==> src/rtl/gcd_engine.sv <==
// Iterative subtract-and-swap GCD engine, one request in flight, valid/ready on both sides.
// Latency out_cycles+1 edges from acceptance; result held in DONE until the consumer takes it.
module gcd_engine #(
  parameter int WIDTH = 8,
  parameter int TAG_W = 4
) (
  input  logic             clk,
  input  logic             rst,
  input  logic             in_valid,
  output logic             in_ready,
  input  logic [WIDTH-1:0] in_a,
  input  logic [WIDTH-1:0] in_b,
  input  logic [TAG_W-1:0] in_tag,
  output logic             out_valid,
  input  logic             out_ready,
  output logic [WIDTH-1:0] out_gcd,
  output logic [TAG_W-1:0] out_tag,
  output logic [WIDTH+1:0] out_cycles
);

  localparam int CW = WIDTH + 2;
  localparam logic [CW-1:0] CNT_ONE = CW'(1);

  localparam logic [1:0] S_IDLE = 2'd0;
  localparam logic [1:0] S_CALC = 2'd1;
  localparam logic [1:0] S_DONE = 2'd2;

  logic [1:0]       state_q, state_d;
  logic [WIDTH-1:0] a_q, a_d;
  logic [WIDTH-1:0] b_q, b_d;
  logic [TAG_W-1:0] tag_q, tag_d;
  logic [CW-1:0]    cnt_q, cnt_d;
  logic [WIDTH-1:0] gcd_q, gcd_d;
  logic [TAG_W-1:0] otag_q, otag_d;
  logic [CW-1:0]    ocyc_q, ocyc_d;

  always_comb begin
    state_d = state_q;
    a_d     = a_q;
    b_d     = b_q;
    tag_d   = tag_q;
    cnt_d   = cnt_q;
    gcd_d   = gcd_q;
    otag_d  = otag_q;
    ocyc_d  = ocyc_q;
    case (state_q)
      S_IDLE: begin
        if (in_valid) begin
          a_d     = in_a;
          b_d     = in_b;
          tag_d   = in_tag;
          cnt_d   = '0;
          state_d = S_CALC;
        end
      end
      S_CALC: begin
        // The count includes the B==0 detection cycle itself.
        cnt_d = cnt_q + CNT_ONE;
        if (b_q == '0) begin
          gcd_d   = a_q;
          ocyc_d  = cnt_q + CNT_ONE;
          otag_d  = tag_q;
          state_d = S_DONE;
        end else if (a_q < b_q) begin
          a_d = b_q;
          b_d = a_q;
        end else begin
          a_d = a_q - b_q;
        end
      end
      S_DONE: begin
        if (out_ready) begin
          state_d = S_IDLE;
        end
      end
      default: state_d = S_IDLE;
    endcase
  end

  always_ff @(posedge clk or posedge rst) begin
    if (rst) begin
      state_q <= S_IDLE;
      a_q     <= '0;
      b_q     <= '0;
      tag_q   <= '0;
      cnt_q   <= '0;
      gcd_q   <= '0;
      otag_q  <= '0;
      ocyc_q  <= '0;
    end else begin
      state_q <= state_d;
      a_q     <= a_d;
      b_q     <= b_d;
      tag_q   <= tag_d;
      cnt_q   <= cnt_d;
      gcd_q   <= gcd_d;
      otag_q  <= otag_d;
      ocyc_q  <= ocyc_d;
    end
  end

  // Handshake outputs come straight from the state register.
  assign in_ready   = (state_q == S_IDLE);
  assign out_valid  = (state_q == S_DONE);
  assign out_gcd    = gcd_q;
  assign out_tag    = otag_q;
  assign out_cycles = ocyc_q;

endmodule

==> config.mk <==
export PLATFORM = sky130hd
export DESIGN_NAME = gcd_engine
export DESIGN_NICKNAME = d
export VERILOG_FILES = /design/src/rtl/gcd_engine.sv
export SDC_FILE = /design/constraint.sdc
export NUM_CORES = 1
export LEC_CHECK = 0
export ABC_AREA = 1
export CORE_ASPECT_RATIO = 0.8
export CORE_MARGIN = 5
export CORE_UTILIZATION = 30
export DETAILED_ROUTE_END_ITERATION = 12
export HOLD_SLACK_MARGIN = 0.02
export PLACE_DENSITY = 0.53
export SYNTH_ARGS = -nofsm -noshare
export SYNTH_HDL_FRONTEND = slang
export SYNTH_SLANG_ARGS = --single-unit
==> constraint.sdc <==
create_clock -name clk -period 5.3 [get_ports clk]
set_input_delay 1.06 -clock clk [delete_from_list [all_inputs] [get_ports clk]]
set_output_delay 1.06 -clock clk [all_outputs]
set_load 0.01 [all_outputs]
==> results.json <==
{
  "worstSetupPathType": "flop to output pin",
  "clkTransAtPathRegs_ps": 70,
  "vias": 2399,
  "rows": 32,
  "first_iter_violations": 149,
  "place_inst": 518,
  "cts_tree": "yes",
  "chipHeight_um": 98.7,
  "grt_pass1_vias": 2394,
  "diodes": 0,
  "htree_levels": 2,
  "startpoint_type": "flop",
  "clockRootBuffer": "clkbuf_16",
  "die_w_um": 121,
  "synth.net_count": 393,
  "layout_common_cells": "nand2_1, dfrtp_1, inv_1, clkdlybuf4s50_1, nor2_1",
  "max_cap_viol_count": 0,
  "total_leakage_power_nw": 1.82,
  "hold_class": "flop to flop",
  "synthToLayoutAreaGrowth_pct": 25.7,
  "cts_setup_buffers": 0,
  "wirelength_mm": 6.99,
  "place_hpwl_mm": 5.25,
  "final_common_cell": "nand2_1",
  "io_pins": 48,
  "ys_ff_latch": 54,
  "hold_slack_ps": 475,
  "worstMarginPinSlew_ps": 774,
  "grt_max_degree": 55,
  "wl_per_cell_um": 13.3,
  "synth.distinct_cells": 35,
  "gr-total-overflow": 0,
  "hold_buffers": 0,
  "setup_viol": 0,
  "hold_viol_final": 0,
  "synth_area_um2": 2950,
  "yosysWarnings": 0,
  "stdcell_count": 526,
  "critPathArrivalTime_ps": 1460,
  "synth_area_per_cell_um2": 8.21,
  "first_pass_iters": 4,
  "antenna_found_initial": 0,
  "fin_tns_setup_ps": 0,
  "irDropWorstVdd_uv": 291,
  "period_minus_slack_ps": 2520,
  "final_max_slew_viol_count": 0,
  "max_freq_mhz": 397,
  "drive_gt1_share_pct": 10.3,
  "syn_inst": 359,
  "numCtsBuffers": 5,
  "coreArea_um2": 9610,
  "endpoint_kind": "output pin",
  "ctsResizeCount": 0,
  "cp_max_fo": 4,
  "initial_core_util_pct": 30.7,
  "rsz0062_at_grt": "false",
  "drt-vias-per-instance": 4.56,
  "gp_congestion": 0.790,
  "postRouteAntennaNets": 0,
  "grt_util_all_layers_pct": 12.3,
  "placement.io_buffers": 47,
  "clock_latency_ps": 290,
  "cp.required_ps": 4240,
  "fin_worst_skew_ps": 6.46,
  "slew_headroom_pct": 48.3,
  "route.detailed.drc": 0,
  "grt_pass1_wl_mm": 11.8,
  "status": "complete, no violations",
  "ys_seq_area_share_pct": 45.8,
  "cts_sinks": 54,
  "dieArea_um2": 11900,
  "fin_crit_sh_pct": 47.6,
  "cts_buffer_depth": 2,
  "powerDensity_nw_per_um2": 690,
  "fin_nets": 440
}
## logic make-up after synthesis
family	synth area share (%)
AND/OR/NAND/NOR	24.8
buffers and inverters	9.04
flip-flops	45.8
AO/OA/AOI/OAI	11.0
XOR/XNOR	2.97
adder cells (fa/ha/maj)	4.50
multiplexers	1.87
## worst max-delay path, cell delays in order (launching register included)
cell and delay (ps):
dfrtp_1 420, nor2_1 180, clkdlybuf4s50_1 570
## cells in the mapped netlist, drive strengths merged
| cell | number | area, µm² |
|---|---|---|
| a21oi | 14 | 73.8 |
| a22o | 1 | 8.76 |
| buf | 6 | 60.1 |
| clkbuf | 2 | 7.51 |
| clkinv | 1 | 5.00 |
| dfrtp | 54 | 1350 |
| fa | 1 | 20.0 |
| ha | 9 | 113 |
| inv | 51 | 194 |
| mux2 | 4 | 45.0 |
| mux2i | 1 | 10.0 |
| nand2 | 103 | 404 |
| nand3 | 27 | 140 |
| nand3b | 2 | 15.0 |
| nand4 | 2 | 12.5 |
| nor2 | 28 | 113 |
| nor3 | 3 | 26.3 |
| nor3b | 1 | 7.51 |
| o21ai | 32 | 209 |
| o22ai | 4 | 25.0 |
| o31ai | 1 | 7.51 |
| or2 | 2 | 12.5 |
| xnor2 | 1 | 8.76 |
| xor2 | 9 | 78.8 |
## through the flow
| stage | setup slack [ps] | utilization (%) | cell area (µm²) | power [W] |
|---|---|---|---|---|
| after global routing | 2600 | 38.6 | 3710 | 0.00282 |
| after detailed placement | 2590 | 36.5 | 3510 | 0.00215 |
| final | 2780 | 38.6 | 3710 | 0.00256 |
| after global placement | 2690 | 36.5 | 3510 | 0.00211 |
| after floorplan | 2930 | - | 2950 | 0.00174 |
| after CTS | 2770 | 38.6 | 3710 | 0.00259 |
## final cells by class
type / count / area, µm²
clock inverter: 2 / 60.1
tap: 119 / 149
sequential: 54 / 1350
fill: 1002 / 5900
multi-input combinational: 245 / 1330
clock buffer: 6 / 139
inverter: 52 / 199
timing repair buffer: 48 / 478
## final timing paths
path | depth (start not counted) | slack [ps] | to | startpoint
max | 2 | 2780 | in_ready | state_q[0]
min | 2 | 470 | out_tag[0] | tag_q[0]
max reg2reg | 6 | 2850 | out_gcd[1] | state_q[1]
min reg2reg | 2 | 470 | out_tag[0] | tag_q[0]
max in group asynchronous | 3 | 3570 | out_gcd[6] | rst
min in group asynchronous | 3 | 1280 | cnt_q[5] | rst
## power by group
group | internal [W] | switching [W]
combinational | 0.000566 | 0.000827
clock | 0.000284 | 0.000150
sequential | 0.000605 | 0.000127
## metal layers
| layer | up-vias | GRT usage, % | wire, µm |
|---|---|---|---|
| met5 | - | 0 | 0 |
| met1 | 1118 | 17.0 | 3550 |
| met3 | 7 | 2.58 | 232 |
| met2 | 41 | 19.8 | 3160 |
| met4 | 0 | 2.87 | 57 |
| li1 | 1233 | - | - |
## sequential cells by signal, indices dropped and copies added, names as in the netlist
| register | count |
|---|---|
| b_q | 8 |
| out_gcd | 8 |
| out_tag | 4 |
| state_q | 2 |
| tag_q | 4 |
| out_cycles | 10 |
| a_q | 8 |
| cnt_q | 10 |
(Power assumes the default switching activity.)
==> RTL edit 1: new RTL, same flow settings <==
`TAG_W`: 4 -> 3.
--- a/src/rtl/gcd_engine.sv
+++ b/src/rtl/gcd_engine.sv
@@ -3,5 +3,5 @@
 module gcd_engine #(
   parameter int WIDTH = 8,
-  parameter int TAG_W = 4
+  parameter int TAG_W = 3
 ) (
   input  logic             clk,
Ports: changed (resized in_tag and out_tag); port bits go from 48 to 46. The function was not compared with the original's and may differ.
==> RTL edit 1 against the unedited design <==
- combinational power grew 6%
- largest power group unchanged
- synthesized area shrank 1.4%
- sequential power shrank 5.7%
- sequential cell count shrank 2
- worst setup slack lost 0.052 ns
- design area shrank 2.2%
- power shrank 0.99%
- routed wire length shrank 2.0%
==> RTL edit 1: results (changes against the unedited design) <==
status:
  outcome: "complete, no violations"  # unchanged
layout:
  seq-cell-share_pct: 35.9  # was 36.5%
  fill_cells: 995  # was 1002
  multiInputGateArea_um2: 1330  # about the same
  clk_share_pct: 4.63  # was 5.37%
  nNetsFinal: 436  # was 440
  nNonClkInverters: 55  # was 52
  n_all_buffers: 46  # was 48
  multi_input_cells: 243  # was 245
sta:
  holdWs_ns: 0.482  # was 0.475 ns
  maxSlewHeadroom_pct: 46.3  # was 48.3%
  skew_ns: 0.00920  # was 0.00646 ns
global_routing:
  grt_pass1_vias: 2365  # was 2394
  use_met3_pct: 2.95  # was 2.58%
  grt_max_degree: 53  # was 55
  use_met2_pct: 17.7  # was 19.8%
  grt.met1_usage_pct: 18.2  # was 17.0%
yosys:
  synth_seq_cells: 52  # was 54
  syn-cell-area_um2: 2910  # was 2950 um^2
  syn-num-nets: 392  # was 393
  ys_types: 34  # was 35
  ys_seq_area_share_pct: 44.8  # was 45.8%
  synthTopCellsByCount: "nand2_1, dfrtp_1, inv_1, nand3_1, nor2_1"  # was nand2_1, dfrtp_1, inv_1, nor2_1, nand3_1
detailed_routing:
  wl_met1_mm: 3.55  # about the same
  post_drt_wl_per_cell_um: 13.1  # was 13.3 um
  wl_met3_um: 369  # was 232 um
power:
  p_leak_nw: 1.77  # was 1.82 nW
  vdd_drop_max_mv: 0.294  # was 0.291 mV
critical_path:
  r2r-end: "b_q[2]"  # was out_gcd[1]
  worst-r2r-cell-count: 8  # was 6
place:
  gp_congestion: 0.823  # was 0.790
  port_buffers: 45  # was 47
  dpl.hpwl_mm: 4.98  # was 5.25 mm
  placed_area_um2: 3460  # was 3510 um^2
hold_path:
  hp-start: "tag_q[2]"  # was tag_q[0]
  hold_end: "tag_q[2]"  # was out_tag[0]
RTL edit 1: changes by cell type after synthesis, sizes merged:
| cell | unedited run | this run |
|---|---|---|
| a21oi | 14 | 13 |
| buf | 6 | 5 |
| clkbuf | 2 | 4 |
| clkinv | 1 | 0 |
| dfrtp | 54 | 52 |
| inv | 51 | 55 |
| mux2 | 4 | 0 |
| nand3 | 27 | 28 |
| nor2 | 28 | 29 |
| nor3 | 3 | 1 |
| nor3b | 1 | 0 |
| o21ai | 32 | 36 |
RTL edit 1: worst max-delay path by stage:
| stage | slack, ns | end | cells after the start |
|---|---|---|---|
| floorplan | 2.98 | a_q[0] | 1 |
| global placement | 2.64 | b_q[5] | 10 |
| detailed placement | 2.61 | b_q[2] | 10 |
| CTS | 2.65 | b_q[2] | 8 |
| global route | 2.39 | b_q[7] | 8 |
| finish | 2.73 | b_q[2] | 8 |
RTL edit 1: logic make-up after synthesis:
kind of cell,after synthesis,synth area share [%]
AND/OR/NAND/NOR,167,26.7
adder cells (fa/ha/maj),10,4.57
AO/OA/AOI/OAI,55,11.3
multiplexers,1,0.345
buffers and inverters,64,9.35
flip-flops,52,44.8
XOR/XNOR,10,3.01
RTL edit 1: report_power, final:
| group | internal, mW | switching [mW] | leakage [nW] | total [mW] |
|---|---|---|---|---|
| Combinational | 0.581 | 0.890 | 1.03 | 1.47 |
| Clock | 0.222 | 0.150 | 0.0798 | 0.373 |
| Sequential | 0.574 | 0.116 | 0.660 | 0.690 |
RTL edit 1: worst max-delay path, stage by stage (launching register included):
cell     delay [ns]
dfrtp_1        0.39
inv_2          0.07
nor2_4         0.61
nand2_2        0.66
nand2_8        0.31
inv_8          0.07
nand2_4        0.19
nand2_1        0.10
o21ai_2        0.06
==> RTL edit 2: new RTL, same flow settings <==
Without the edit above. Take the reset off `tag_q` and load it in a clocked block of its own.
--- a/src/rtl/gcd_engine.sv
+++ b/src/rtl/gcd_engine.sv
@@ -83,5 +83,4 @@
       a_q     <= '0;
       b_q     <= '0;
-      tag_q   <= '0;
       cnt_q   <= '0;
       gcd_q   <= '0;
@@ -92,5 +91,4 @@
       a_q     <= a_d;
       b_q     <= b_d;
-      tag_q   <= tag_d;
       cnt_q   <= cnt_d;
       gcd_q   <= gcd_d;
@@ -98,4 +96,8 @@
       ocyc_q  <= ocyc_d;
     end
+  end
+
+  always_ff @(posedge clk) begin
+    tag_q <= tag_d;
   end
 
Formal check against the unedited RTL: no difference found for any inputs over 4 cycles, from zero or initial values and one cycle with rst high; that may be too few to reach the edited logic, so the function may still have changed.
==> RTL edit 2 against the unedited design <==
- power increased by 0.26%
- register-to-register slack improved by 0.33 ns
- design area about the same
- sequential power decreased by 1%
- worst setup slack got worse by 0.12 ns
- routed wire length decreased by 5.5%
- synthesized area increased by 0.98%
- sequential cell count unchanged
==> RTL edit 2: results (changes against the unedited design) <==
yosys:
  synth_edf_count: 4  # was 0
  synthTopCellsByCount: "nand2_1, dfrtp_1, inv_1, nand3_1, nor2_1"  # was nand2_1, dfrtp_1, inv_1, nor2_1, nand3_1
  synth_compound_area_share_pct: 11.2  # was 11.0%
  ys_types: 36  # was 35
  yosys.area_share.xor_xnor_pct: 2.94  # was 2.97%
  synth.area.mux_share_pct: 0.336  # was 1.87%
  ys_seq_area_share_pct: 46.1  # was 45.8%
  synth_cells: 353  # was 359
layout:
  stdcell_count: 536  # was 526
  drive_gt1_share_pct: 9.00  # was 10.3%
  nNetsFinal: 433  # was 440
place:
  gp_congestion: 0.839  # was 0.790
  placed_area_um2: 3560  # was 3510 um^2
  dpl.hpwl_mm: 4.89  # was 5.25 mm
  place_ws_ns: 2.73  # was 2.59 ns
critical_path:
  crit_arrival_ns: 1.58  # was 1.46 ns
  critPathMaxFanout: 5  # was 4
  crit_path_max_incr_delay_ns: 0.55  # was 0.57 ns
global_routing:
  grt.total_usage_pct: 11.8  # was 12.3%
  grt.met1_usage_pct: 16.4  # was 17.0%
  grt_max_degree: 51  # was 55
  grt_first_pass_wirelength_mm: 11.7  # was 11.8 mm
  use_met2_pct: 19.0  # was 19.8%
  grt_pass1_vias: 2422  # was 2394
sta:
  skew_ns: 0.00699  # was 0.00646 ns
power:
  internal_power_mw: 1.40  # was 1.46 mW
  switchingPower_mw: 1.16  # was 1.10 mW
  powerComb_mw: 1.50  # was 1.39 mW
detailed_routing:
  wl_mm: 6.61  # was 6.99 mm
  wl_met3_um: 319  # was 232 um
  wl_met1_mm: 3.34  # was 3.55 mm
  met2WireLength_mm: 2.91  # was 3.16 mm
status:
  outcome: "complete, no violations"  # unchanged
clocking:
  htreeDepth: 2  # unchanged
## RTL edit 2: cell count changes in the layout (fill, tap and decap cells not counted), sizes merged, moves of 2 or more
cell,change
nand2,-4
bufinv,-2
dfrtp,-4
mux2,-4
edfxtp,+4
## RTL edit 2: worst min-delay path, stage by stage (launching register included)
cell	delay, ns
edfxtp_1	0.32
nand2_1	0.05
nand2_1	0.04
## RTL edit 2: worst paths after layout
check	depth (start not counted)	slack, ns	to	start
hold reg to reg	2	0.44	out_tag[2]	tag_q[2]
max in group asynchronous	2	3.30	a_q[5]	rst
hold / removal	2	0.44	out_tag[2]	tag_q[2]
setup reg to reg	12	3.18	b_q[4]	a_q[0]
setup / recovery	3	2.66	out_valid	state_q[1]
min in group asynchronous	2	1.34	out_cycles[8]	rst
## RTL edit 2: cell type report
class	instances	area (um^2)
tap	136	170
fill	997	5940
sequential	54	1370
timing repair buffer	47	470
inverter	52	208
clock inverter	3	25.0
multi-input combinational	239	1340
clock buffer	5	125
